[config.mk]
export PLATFORM = sky130hd
export DESIGN_NAME = keypad_entry
export DESIGN_NICKNAME = d
export VERILOG_FILES = /design/src/rtl/keypad_entry.sv
export SDC_FILE = /design/constraint.sdc
export NUM_CORES = 1
export LEC_CHECK = 0
export ABC_AREA = 1
export ABC_CLOCK_PERIOD_IN_PS = 5200
export CAP_MARGIN = 0
export CORE_MARGIN = 2
export CORE_UTILIZATION = 40
export CTS_BUF_LIST = sky130_fd_sc_hd__clkbuf_8
export DETAILED_ROUTE_END_ITERATION = 8
export PLACE_DENSITY = 0.66
export SYNTH_ARGS = -nofsm -noshare
export SYNTH_HDL_FRONTEND = slang
export SYNTH_SLANG_ARGS = --single-unit
[constraint.sdc]
create_clock -name clk1k -period 5.2 [get_ports clk1k]
set_clock_uncertainty 0.1 [all_clocks]
set_input_delay 1.04 -clock clk1k [delete_from_list [all_inputs] [get_ports clk1k]]
set_output_delay 1.04 -clock clk1k [all_outputs]
set_load 0.03 [all_outputs]
[src/rtl/keypad_entry.sv]
`timescale 1ns/1ps
`default_nettype none
// ============================================================================
// keypad_entry: 4x4 keypad scanner with debounce and a packed-BCD entry buffer
// rev 1.0
// ============================================================================
module keypad_entry #(
  parameter int DEBOUNCE_MS = 20,
  parameter int NDIG        = 6,
  parameter int DWELL       = 4
) (
  input  logic              rst,
  input  logic              clk1k,
  input  logic [3:0]        row,
  output logic [3:0]        col,
  output logic [3:0]        key_code,
  output logic              key_valid,
  output logic              key_held,
  output logic              entry_done,
  output logic [4*NDIG-1:0] digits
);

  localparam int DW = $clog2(DWELL);
  localparam logic [DW-1:0] DWELL_LAST = DW'(DWELL - 1);
  localparam logic [7:0]    CNT_MAX    = 8'(DEBOUNCE_MS);

  typedef enum logic [1:0] {SCAN, DEBOUNCE, PRESSED, RELEASE} state_t;

  state_t            state, state_nx;
  logic [3:0]        row_s1, row_s2;
  logic [DW-1:0]     dwell, dwell_nx;
  logic [7:0]        cnt, cnt_nx;
  logic [1:0]        col_idx, col_idx_nx;
  logic [3:0]        pat, pat_nx;
  logic [1:0]        row_idx;
  logic [3:0]        key_val;
  logic              single_low;
  logic [3:0]        key_code_nx;
  logic              key_valid_nx, key_held_nx, entry_done_nx;
  logic [4*NDIG-1:0] digits_nx;

  function automatic logic [3:0] key_map(input logic [3:0] idx);
    case (idx)
      4'd0:    key_map = 4'h1;
      4'd1:    key_map = 4'h2;
      4'd2:    key_map = 4'h3;
      4'd3:    key_map = 4'hA;
      4'd4:    key_map = 4'h4;
      4'd5:    key_map = 4'h5;
      4'd6:    key_map = 4'h6;
      4'd7:    key_map = 4'hB;
      4'd8:    key_map = 4'h7;
      4'd9:    key_map = 4'h8;
      4'd10:   key_map = 4'h9;
      4'd11:   key_map = 4'hC;
      4'd12:   key_map = 4'hE;
      4'd13:   key_map = 4'h0;
      4'd14:   key_map = 4'hF;
      default: key_map = 4'hD;
    endcase
  endfunction

  assign col = ~(4'b0001 << col_idx);

  always_comb begin
    single_low = 1'b0;
    case (row_s2)
      4'b1110, 4'b1101, 4'b1011, 4'b0111: single_low = 1'b1;
      default:                            single_low = 1'b0;
    endcase
  end

  always_comb begin
    row_idx = 2'd0;
    case (pat)
      4'b1101: row_idx = 2'd1;
      4'b1011: row_idx = 2'd2;
      4'b0111: row_idx = 2'd3;
      default: row_idx = 2'd0;
    endcase
  end

  assign key_val = key_map({row_idx, col_idx});

  always_ff @(posedge clk1k or negedge rst) begin
    if (!rst) begin
      row_s1     <= 4'hF;
      row_s2     <= 4'hF;
      state      <= SCAN;
      dwell      <= '0;
      cnt        <= '0;
      col_idx    <= 2'd0;
      pat        <= 4'hF;
      key_code   <= 4'h0;
      key_valid  <= 1'b0;
      key_held   <= 1'b0;
      entry_done <= 1'b0;
      digits     <= '0;
    end else begin
      row_s1     <= row;
      row_s2     <= row_s1;
      state      <= state_nx;
      dwell      <= dwell_nx;
      cnt        <= cnt_nx;
      col_idx    <= col_idx_nx;
      pat        <= pat_nx;
      key_code   <= key_code_nx;
      key_valid  <= key_valid_nx;
      key_held   <= key_held_nx;
      entry_done <= entry_done_nx;
      digits     <= digits_nx;
    end
  end

  always_comb begin
    state_nx      = state;
    dwell_nx      = dwell;
    cnt_nx        = cnt;
    col_idx_nx    = col_idx;
    pat_nx        = pat;
    key_code_nx   = key_code;
    key_valid_nx  = 1'b0;
    key_held_nx   = key_held;
    entry_done_nx = 1'b0;
    digits_nx     = digits;
    case (state)
      SCAN: begin
        if (dwell == DWELL_LAST) begin
          dwell_nx = '0;
          if (single_low) begin
            pat_nx   = row_s2;
            cnt_nx   = 8'd1;
            state_nx = DEBOUNCE;
          end else begin
            col_idx_nx = col_idx + 2'd1;
          end
        end else begin
          dwell_nx = dwell + 1'b1;
        end
      end
      DEBOUNCE: begin
        if (row_s2 != pat) begin
          state_nx   = SCAN;
          col_idx_nx = col_idx + 2'd1;
          cnt_nx     = 8'd0;
        end else if (cnt == CNT_MAX) begin
          // Accept: the buffer update lands on the same edge as key_valid.
          state_nx     = PRESSED;
          cnt_nx       = 8'd0;
          key_code_nx  = key_val;
          key_valid_nx = 1'b1;
          key_held_nx  = 1'b1;
          if (key_val <= 4'd9) begin
            digits_nx      = digits << 4;
            digits_nx[3:0] = key_val;
          end else if (key_val == 4'hE) begin
            digits_nx = '0;
          end else if (key_val == 4'hF) begin
            entry_done_nx = 1'b1;
          end
        end else begin
          cnt_nx = cnt + 8'd1;
        end
      end
      PRESSED: begin
        if (row_s2 == 4'hF) begin
          state_nx = RELEASE;
          cnt_nx   = 8'd1;
        end
      end
      default: begin
        if (row_s2 != 4'hF) begin
          state_nx = PRESSED;
          cnt_nx   = 8'd0;
        end else if (cnt == CNT_MAX) begin
          key_held_nx = 1'b0;
          state_nx    = SCAN;
          col_idx_nx  = col_idx + 2'd1;
          dwell_nx    = '0;
          cnt_nx      = 8'd0;
        end else begin
          cnt_nx = cnt + 8'd1;
        end
      end
    endcase
  end

endmodule
`default_nettype wire
**Word level (Yosys, flattened, before mapping)**

Memory sizes are Yosys's and may differ from the RTL's.
Index checks and enable logic that the tools add are counted.

- Add/subtract/negate cells: 3
- Reductions and logical operators: 16
- Div/mod/pow operators: 0
- Multipliers: 0
- Muxes and demuxes: 42
- Bitwise gates (word level): 5
- Eq/ne operators: 26
- $lt $le $gt $ge: 1
- Shift operators: 1

Operators with widths:

| kind | count |
|---|---|
| 2-to-1 mux 24 bit | 2 |
| 2-to-1 mux 8 bit | 6 |
| == test 4 bit (second input constant) | 8 |
| 2-to-1 mux 2 bit | 14 |
| case mux 8 bit (3 select lines) | 1 |
| case mux 2 bit (3 select lines) | 3 |
| 2-to-1 mux 1 bit | 14 |
| != test 2 bit (second input constant) | 6 |
| AND reduction 3 bit | 4 |
| adder 8 x 1 -> 8 bit (second input constant) | 1 |
| == test 4 x 3 -> 1 bit (second input constant) | 2 |
| == test 8 x 5 -> 1 bit (second input constant) | 1 |
| AND reduction 4 bit | 2 |
| AND reduction 6 bit | 1 |
| AND reduction 5 bit | 1 |
| nonzero test 5 bit | 1 |
| adder 2 x 1 -> 2 bit (second input constant) | 2 |
| == test 2 bit (second input constant) | 2 |
| <= comparator 4 bit (second input constant) | 1 |
| != test 2 x 1 -> 1 bit (second input constant) | 2 |
| != test 4 bit | 1 |
| != test 4 bit (second input constant) | 1 |
| inverter 1 bit | 4 |
| inverter 4 bit | 1 |
| 11 further kinds | 13 |

- Output and inout port bits: 35
- Memory bits (writable): 0
- Bits in latches: 0
- Register bits: 57
- ROM bits: 64
- Memories: 1
- Logic and storage cells: 107
- Input bits: 6

Memories:

| memory | depth | bits a word | read ports | clocked after memory_dff | wr ports | RTL line | text |
|---|---|---|---|---|---|---|---|
| (no name shown) | 16 | 4 | 1 | 0 | 0 | 43 | `case (idx)` |

**Longest topological paths before layout**

Gate-level depths: netlist (run 1).
An unclocked memory read counts as a cell.

- Depth after elaboration: 10
- Depth in mapped cells: 12
- Gate-level depth less buffers: 11

**Worst setup path after synthesis (run 1)**

No wires, ideal clock.

- Path kind: register to output
- From: register col_idx[0]
- To: output col[0]
- Required time: 4060 ps
- Path slack: 3125 ps
- Cell stages (with the launch flop): 4
- Data arrival time: 935 ps
- Cells stage by stage: dfrtp_1 inv_1 ha_1 inv_1

- Word-level cells in the longest chain between the ends: 2

RTL lines:

| what | RTL line | text |
|---|---|---|
| from (decl) | 33 | `logic [1:0] col_idx, col_idx_nx;` |
| from (signal assigned) | 105 | `col_idx <= col_idx_nx;` |
| left shift 1 x 2 -> 4 bit | 63 | `assign col = ~(4'b0001 << col_idx);` |
| inverter 4 bit | 63 |  |
| to (decl) | 15 | `output logic [3:0] col,` |

Every way passes these cells.

**Final worst setup path (run 1)**

Same ends and word-level chain as after synthesis.

==> metrics.txt, run 1 <==
status=complete, no violations; most frequent cells in the layout=nand2_1 (83), nand3_1 (46), dfrtp_1 (45), inv_1 (40), clkdlybuf4s50_1 (39); fin nets=418; PD cells=418 nW/um2; CTS Hold Bufs=0; WL/cell=around 12 um; number of remaining DRC errors=0; crit path DAT=1.90 ns; share of cells above drive strength 1=roughly 20%; area of the multi-input gates=~1500 um2; CTS tree=yes; Layout area overhead=20.3%; setup TNS=0 ns; GRT Total Usage=between 10% and 20%; # rows=32; Worst slew margin=a little over half; H-Tree Depth=3; leak pwr=0.00183 uW; vias in the first global route=around 2300; final worst setup slack=approximately 2.2 ns; Routability Congestion=0.886; Sink Count=57; gr ovfl total=0; 1st-pass router iterations=5; post-synthesis average cell area=8.91 um2; synthesized cell area=roughly 3200 um2; CTS resizes=0; met2 GRT Util=24.3%; Slew @ Worst Pin=0.717 ns; Max Freq=329 MHz; cts bufs inserted=9; starting density of the core=41.3%; syn_nets=375; Critical Path Source Type=flop; Most Crowded Layer GR=met2; CP required=4.06 ns; Worst IR Drop VDD=0.198 mV; postcts setup bufs=0; Antenna Cells=0; asr flop ratio synth=100%; DR iter-0 viols=108; fin crit period=between 3 and 4 ns; cells after synthesis=356; Seq/Total Area, Yosys=45.4%; warning count from the yosys run=0; DIE WIDTH=93.1 um; Crit Path Class=reg -> out; largest net degree at the start of global routing=58; Die ar.=8660 um2; post-route ant nets=0; Worst setup EP type=primary output; FF+latch count, synth=57; Vert. Die Dim=93.1 um; GR Layer Usage met3=slightly above 3%; final period utilization=58.4%; CP max-delay cell=clkdlybuf4s50_1; Via density=4.88; Clk Latency, worst-skew pair=0.33 ns; Fin. Hold Viols=0; total routed wirelength=6.12 mm; number of library cell types mapped by synthesis=37; number of max-cap violations=0; CP max stage delay=between 0.6 and 0.7 ns; Port Buffer Count=40; dpl hpwl=4.29 mm; pre-CTS WS=2.49 ns; first-pass GRT wire length=10.5 mm; vias=2468; most used cell along the critical path=inv_1; register cell area after layout=1440 um2; core area=7690 um2; HP Class=reg -> reg; Slew Viols, Final=0; io pins=a little over 40; Top FF cell, synth=dfrtp_1; Setup-failing EPs final=0; worst path cell trace=inv_1 -> ha_1 -> inv_1 -> clkdlybuf4s50_1; clock-pin slew on the worst setup and hold paths=0.07 ns; CP Max Fanout=6; RSZ-0062 raised after global routing=false; initial antenna violation count=0; leading cell type in the layout, fill and taps excluded=nand2_1; Fillers=733; maximum clock path buffer count=2; CTS root buf=clkbuf_8; GR Layer Usage met1=20.1%; Post-synth EDFFs=0
==> cells by family (layout without fill, tap and decap cells) <==
group | Yosys count | in the layout | synth area share (%)
AND/OR/NAND/NOR | 198 | 198 | 34.7
flip-flops | 57 | 57 | 45.4
buffers and inverters | 55 | 103 | 8.60
AO/OA/AOI/OAI | 30 | 30 | 5.36
adder cells (fa/ha/maj) | 13 | 13 | 5.13
XOR/XNOR | 3 | 3 | 0.828
==> through the flow <==
stage | utilization, % | instance area [um2] | power, uW | hold slack (ns) | std cells
detailed placement | 47.0 | 3610 | 1190 | 0.247 | 490
CTS | 49.7 | 3820 | 1610 | 0.257 | 506
finish | 49.7 | 3820 | 1600 | 0.253 | 506
global placement | 47.0 | 3610 | 1170 | 0.246 | 490
floorplan | - | 3170 | 1050 | 0.245 | 356
global route | 49.7 | 3820 | 1720 | 0.262 | 506
==> cells in the mapped netlist, types with 2 or more instances <==
library cell   n  area, um2
nand2_2        9       56.3
ha_1          13        163
nor2_1        17       63.8
dfrtp_1       45       1130
nand3_4        3       52.6
nand3_1       46        230
inv_1         40        150
buf_6          2       22.5
xor2_1         3       26.3
a21oi_1        3       15.0
nand2_4        5       56.3
buf_8          2       30.0
buf_4          5       37.5
nand2_1       83        312
nand3_2       22        220
inv_4          2       12.5
nand4_1        2       12.5
dfstp_2       12        315
nor2_2         2       12.5
a22oi_1        2       15.0
nor3_1         2       10.0
nor2_4         3       33.8
o21ai_0       17       85.1
inv_2          3       11.3
==> worst max-delay path, delay by kind of cell (launching register included) <==
| kind | cells | cell delay [ns] |
|---|---|---|
| fa+ha+maj | 1 | 0.22 |
| buf+inv | 3 | 0.90 |
| flops | 1 | 0.44 |
==> layout make-up <==
cell class              instances  share of cell area [%]
clock buffers                  10                    3.61
clock inverters                 6                    1.74
flip-flops and latches         57                    37.8
repair buffers                 41                    10.6
inverters                      46                    4.79
multi-input cells             244                    38.2
well taps                     102                    3.34
==> power by group <==
part	internal, uW	leakage, uW	switching [uW]
Sequential	510	0.000741	60.4
Clock	235	0.0000949	186
Combinational	194	0.000991	411
==> sequential cells by signal, indices dropped and copies added (netlist names) <==
| signal | count |
|---|---|
| pat | 4 |
| key_code | 4 |
| state | 2 |
| row_s1 | 4 |
| digits | 24 |
| key_held | 1 |
| col_idx | 2 |
| key_valid | 1 |
| row_s2 | 4 |
| entry_done | 1 |
| cnt | 8 |
| dwell | 2 |
==> layer usage <==
layer | wire length [um] | vias to the layer above
met2 | 2970 | 51
met3 | 200 | 9
met1 | 2860 | 1173
li1 | - | 1235
met5 | 0 | -
met4 | 84 | 0
==> path summary, 6_finish.rpt <==
check / depth (start not counted) / start / endpoint / slack [ns]
min in group asynchronous: 2 / rst / digits[22]$_DFFE_PN0P_ / 0.74
worst max-delay path: 4 / col_idx[0]$_DFFE_PN0P_ / col[0] / 2.16
worst max register to register: 9 / state[0]$_DFFE_PN0P_ / cnt[2]$_DFFE_PN0P_ / 3.01
worst min register to register: 0 / row_s1[2]$_DFF_PN1_ / row_s2[2]$_DFF_PN1_ / 0.25
worst min-delay path: 0 / row_s1[2]$_DFF_PN1_ / row_s2[2]$_DFF_PN1_ / 0.25
max in group asynchronous: 2 / rst / col_idx[0]$_DFFE_PN0P_ / 3.78
No activity file was read; power rests on OpenSTA's default activity.
==> run 2, diff against run 1 <==
- ABC_CLOCK_PERIOD_IN_PS: 5200 -> 2950
- clock period: 5.2 -> 2.95 ns (I/O delays scaled with it)
==> run 2 against run 1 <==
Against the previous run:
- cell area fell by 0.23%
- cell count did not move
- global-route usage rose by 0.23 points
- power rose by 74%
- largest cell class unchanged
- via count fell by 1.5%
==> metrics.txt, run 2 (synthesis results as in run 1) <==
worst path cell trace=inv_1 -> ha_1 -> inv_1 -> clkdlybuf4s50_1; Via density=4.80 (-1.5%); Largest regs=digits: 24 flops, cnt: 8 flops; worst hold start=row_s1[0]$_DFF_PN1_; final worst setup slack=0.365 ns (-1.80 ns); most used cell along the critical path=inv_1; Bufs and invs on worst path=3 (unchanged); pre-CTS WS=0.718 ns (-1.78 ns); DIE WIDTH=93.1 um (unchanged); total routed wirelength=6.03 mm (-1.5%); most frequent cells in the layout=nand2_1 (83), nand3_1 (46), dfrtp_1 (45), inv_1 (40), clkdlybuf4s50_1 (39); fin crit period=2.58 ns; Top Family by Delay on Critical Path=buffers and inverters; CTS resizes=0 (unchanged); r2r startpoint=state[0]$_DFFE_PN0P_; number of remaining DRC errors=0 (unchanged); Max Freq=387 MHz; 1st-pass router iterations=4 (-1); largest net degree at the start of global routing=58 (unchanged); CTS tree=yes; Worst IR Drop VDD=0.407 mV (+110%); leading cell type in the layout, fill and taps excluded=nand2_1; DR iter-0 viols=147 (+36%); vias=2430 (-1.5%); number of max-cap violations=0 (unchanged); crit path from=col_idx[0]$_DFFE_PN0P_; RSZ-0062 raised after global routing=false; CTS root buf=clkbuf_8; io pins=41 (unchanged); Setup-failing EPs final=0 (unchanged); Biggest register=digits; crit path DAT=1.89 ns (about the same); gr ovfl total=0 (unchanged); Clk Latency, worst-skew pair=0.34 ns (about the same); CP required=2.26 ns (-1.80 ns); H-Tree Depth=3 (unchanged); CTS Hold Bufs=0 (unchanged); maximum clock path buffer count=2 (unchanged); Worst setup EP type=primary output; PD cells=728 nW/um2 (+74%); first-pass GRT wire length=10.5 mm (about the same); Crit Path Class=reg -> out; fin nets=418 (unchanged); postcts setup bufs=0 (unchanged); cts bufs inserted=9 (unchanged); core area=7690 um2 (unchanged); HP Class=reg -> reg; Layout area overhead=20.0%; share of cells above drive strength 1=20.3% (unchanged); clock-pin slew on the worst setup and hold paths=0.07 ns (about the same); Worst slew margin=53.0% (+0.79 points); Antenna Cells=0 (unchanged); # rows=32 (unchanged); CP max stage delay=0.67 ns (about the same); Slew @ Worst Pin=0.705 ns (-0.0119 ns); WL/cell=11.9 um (-1.5%); post-route ant nets=0 (unchanged); GRT Total Usage=15.4% (+0.23 points); Fin. Hold Viols=0 (unchanged); Slew Viols, Final=0 (unchanged); Vert. Die Dim=93.1 um (unchanged); final period utilization=87.6%; Die ar.=8660 um2 (unchanged); max reg flops=24 (unchanged); Routability Congestion=0.868 (-1.9%); Sink Count=57 (unchanged); CP Max Fanout=6 (unchanged); CP max-delay cell=clkdlybuf4s50_1; Critical Path Source Type=flop; vias in the first global route=2333 (-0.55%); dpl hpwl=4.17 mm (-2.9%); Fillers=758 (+3.4%); leak pwr=0.00182 uW (-0.20%); starting density of the core=41.3% (unchanged); setup TNS=0 ns (unchanged); status=complete, no violations; initial antenna violation count=0 (unchanged); Port Buffer Count=40 (unchanged)
[run 2: changes by cell type in the layout (fill, tap and decap cells not counted), sizes merged]
cell	delta
clkbuf	-1
inv	-1
clkinv	+2
[run 2: area by class of cell]
| type | count | area [um2] | share of cell area (%) |
|---|---|---|---|
| Clock buffer | 9 | 124 | 3.25 |
| Clock inverter | 7 | 71.3 | 1.87 |
| Inverter | 46 | 183 | 4.80 |
| Multi-Input combinational cell | 244 | 1460 | 38.3 |
| Sequential cell | 57 | 1440 | 37.8 |
| Tap cell | 102 | 128 | 3.35 |
| Timing Repair Buffer | 41 | 403 | 10.6 |
[run 2: worst reg2reg max path, cell delays in order, from the launching register on]
cell,delay (ns)
dfrtp_1,0.40
inv_1,0.10
ha_1,0.28
inv_1,0.11
nor2_1,0.07
a21oi_1,0.11
nand2_1,0.17
inv_1,0.28
nand2_1,0.15
and3_1,0.21
[run 2: path summary, 6_finish.rpt]
kind	endpoint	slack [ns]	cells past startpoint
max reg2reg	cnt[2]$_DFFE_PN0P_	0.84	9
min reg2reg	row_s2[0]$_DFF_PN1_	0.26	0
max	col[0]	0.37	4
max in group asynchronous	digits[5]$_DFFE_PN0P_	2.00	2
min	row_s2[0]$_DFF_PN1_	0.26	0
min in group asynchronous	digits[22]$_DFFE_PN0P_	0.27	2
[run 2: per-layer routing]
| layer | track usage (%) | vias to the layer above | wire length [um] |
|---|---|---|---|
| met5 | 0 | - | 0 |
| met1 | 19.4 | 1145 | 2780 |
| met4 | 6.62 | 0 | 91 |
| met3 | 4.19 | 10 | 233 |
| met2 | 24.9 | 39 | 2920 |
| li1 | - | 1236 | - |
[run 2: where the power goes]
| group | internal, uW | switching, uW |
|---|---|---|
| Clock | 387 | 327 |
| Combinational | 340 | 710 |
| Sequential | 899 | 110 |
| Total | 1630 | 1150 |
[run 2: per-stage QoR]
stage                     util [%]  instances  total power (uW)  instance area, um2  hold WS [ns]
after floorplan                  -        356              1850                3170         0.194
after global placement        47.0        490              2060                3610         0.247
after detailed placement      47.0        490              2070                3610         0.247
after CTS                     49.5        506              2800                3810         0.257
after global routing          49.5        506              3000                3810         0.259
final                         49.5        506              2770                3810         0.256
==> run 3, diff against run 2 <==
- CORE_MARGIN: 2 -> unset
==> run 3 against run 2 <==
Against the previous run:
- routed wire length up 1.2%
- worst hold slack got worse by 0.21 ns
- clock power hardly changed
- setup slack improved by 0.0025 ns
- cell area increased by 0.20%
- sequential share of layout area down 0.074 points
- count of clock-buffer cells in the layout is the same
- cell count rose by 0.20%
- combinational power about the same
- global-route usage rose by 0.92 points
- critical path type unchanged
==> metrics.txt, run 3 (synthesis results as in run 1) <==
total routed wirelength=6.10 mm (+1.2%); Worst setup EP type=primary output; largest net degree at the start of global routing=25 (-57%); Largest regs=digits: 24 flops, cnt: 8 flops; Die ar.=8290 um2 (-4.3%); Biggest register=digits; Port Buffer Count=40 (unchanged); Sink Count=57 (unchanged); dpl hpwl=4.36 mm (+4.7%); maximum clock path buffer count=2 (unchanged); io pins=41 (unchanged); Crit Path Class=reg -> out; Worst slew margin=74.4% (+21 points); core area=7690 um2 (unchanged); starting density of the core=41.3% (unchanged); crit path DAT=1.89 ns (about the same); first-pass GRT wire length=10.6 mm (+0.66%); gr ovfl total=0 (unchanged); number of max-cap violations=0 (unchanged); Net Sw Power=1150 uW (about the same); Antenna Cells=0 (unchanged); CTS tree=yes; DIE WIDTH=91.1 um (-2.1%); RSZ-0062 raised after global routing=false; Reg power frac=36.2% (-0.2 points); setup TNS=0 ns (unchanged); final worst setup slack=0.368 ns (+0.00246 ns); leading cell type in the layout, fill and taps excluded=nand2_1; vias=2434 (+0.16%); non-filler cells, final=507 (+0.20%); combinational share of power=38.2% (+0.3 points); Vert. Die Dim=91.1 um (-2.1%); CP max-delay cell=clkdlybuf4s50_1; Routability Congestion=0.867 (-0.17%); Max Freq=387 MHz (about the same); postcts setup bufs=0 (unchanged); post-route ant nets=0 (unchanged); Slew Viols, Final=0 (unchanged); Worst IR Drop VDD=0.395 mV (-2.9%); Fillers=762 (+0.53%); Setup-failing EPs final=0 (unchanged); Clk Latency, worst-skew pair=0.34 ns (about the same); CP max stage delay=0.67 ns (about the same); leak pwr=0.00183 uW (+0.26%); fin nets=419 (+0.24%); cts bufs inserted=9 (unchanged); number of remaining DRC errors=0 (unchanged); initial antenna violation count=0 (unchanged); most frequent cells in the layout=nand2_1 (83), nand3_1 (46), dfrtp_1 (45), inv_1 (40), clkdlybuf4s50_1 (39); WL/cell=12.0 um (+0.98%); CTS resizes=0 (unchanged); CTS Hold Bufs=0 (unchanged); max reg flops=24 (unchanged); # rows=32 (unchanged); DR iter-0 viols=175 (+19%); vias in the first global route=2376 (+1.8%); final period utilization=87.5% (about the same); worst path cell trace=inv_1 -> ha_1 -> inv_1 -> clkdlybuf4s50_1; GRT Total Usage=16.3% (+0.92 points); Fin. Hold Viols=0 (unchanged); CP required=2.26 ns (about the same); most used cell along the critical path=inv_1; PD cells=728 nW/um2 (about the same); Critical Path Source Type=flop; Slew @ Worst Pin=0.383 ns (-0.322 ns); share of cells above drive strength 1=20.5% (+0.20 points); clock-pin slew on the worst setup and hold paths=0.07 ns (about the same); 1st-pass router iterations=5 (+1); Int Power=1630 uW (+0.18%); power share of the clock group=25.6% (-0.2 points); placed insts=491 (+0.20%); CP Max Fanout=6 (unchanged); H-Tree Depth=3 (unchanged); status=complete, no violations; CTS root buf=clkbuf_8; HP Class=in -> async; fin crit period=2.58 ns (-0.00246 ns); Layout area overhead=20.3%; pre-CTS WS=0.725 ns (+0.00635 ns); Sw Share=41.3% (about the same); Via density=4.80 (about the same)
-- run 3: cell type report --
class                      count  area (um2)  share of cell area [%]
clock inverter                 7        71.3                    1.87
timing repair buffer          42         410                    10.8
multi-input combinational    244        1460                    38.2
inverter                      46         183                    4.79
tap                          102         128                    3.34
sequential                    57        1440                    37.8
clock buffer                   9         124                    3.25
-- run 3: power groups by stage --
stage | logic, uW | registers (uW) | clock network, uW
after floorplan | 856 | 994 | 0
after global placement | 1040 | 1010 | 0
after detailed placement | 1060 | 1020 | 0
after CTS | 1060 | 1010 | 743
after global routing | 1210 | 1020 | 771
final | 1060 | 1010 | 711
-- run 3: per-stage QoR --
| stage | hold slack, ns | util [%] | power (uW) | instance area [um2] |
|---|---|---|---|---|
| 6_report | 0.0506 | 49.6 | 2780 | 3820 |
| 5_1_grt | 0.0529 | 49.6 | 3000 | 3820 |
| 4_1_cts | 0.0377 | 49.6 | 2810 | 3820 |
| 3_5_place_dp | 0.247 | 47.1 | 2080 | 3620 |
| 3_3_place_gp | 0.253 | 47.1 | 2060 | 3620 |
| 2_1_floorplan | 0.194 | - | 1850 | 3170 |
-- run 3: worst paths after layout --
kind,cells after the start,slack (ns),startpoint,end
max in group asynchronous,2,2.02,rst,row_s2[2]$_DFF_PN1_
max reg2reg,10,0.85,state[0]$_DFFE_PN0P_,state[0]$_DFFE_PN0P_
min reg2reg,0,0.25,row_s1[0]$_DFF_PN1_,row_s2[0]$_DFF_PN1_
min,1,0.05,rst,digits[17]$_DFFE_PN0P_
max,4,0.37,col_idx[0]$_DFFE_PN0P_,col[0]
min in group clk1k,0,0.25,row_s1[0]$_DFF_PN1_,row_s2[0]$_DFF_PN1_
-- run 3: metal layers --
| metal | global-route usage [%] | up-vias | share of wire, % |
|---|---|---|---|
| met3 | 5.19 | 9 | 3.9 |
| met2 | 26.5 | 42 | 48 |
| met5 | 0 | - | 0 |
| met1 | 20.0 | 1147 | 46 |
| met4 | 6.48 | 0 | 1.4 |
| li1 | - | 1236 | - |
-- run 3: worst max-delay path, delay by kind of cell, from the launching register on --
| kind | cells | cell delay, ns |
|---|---|---|
| buf+inv | 3 | 0.89 |
| flops | 1 | 0.45 |
| fa+ha+maj | 1 | 0.22 |
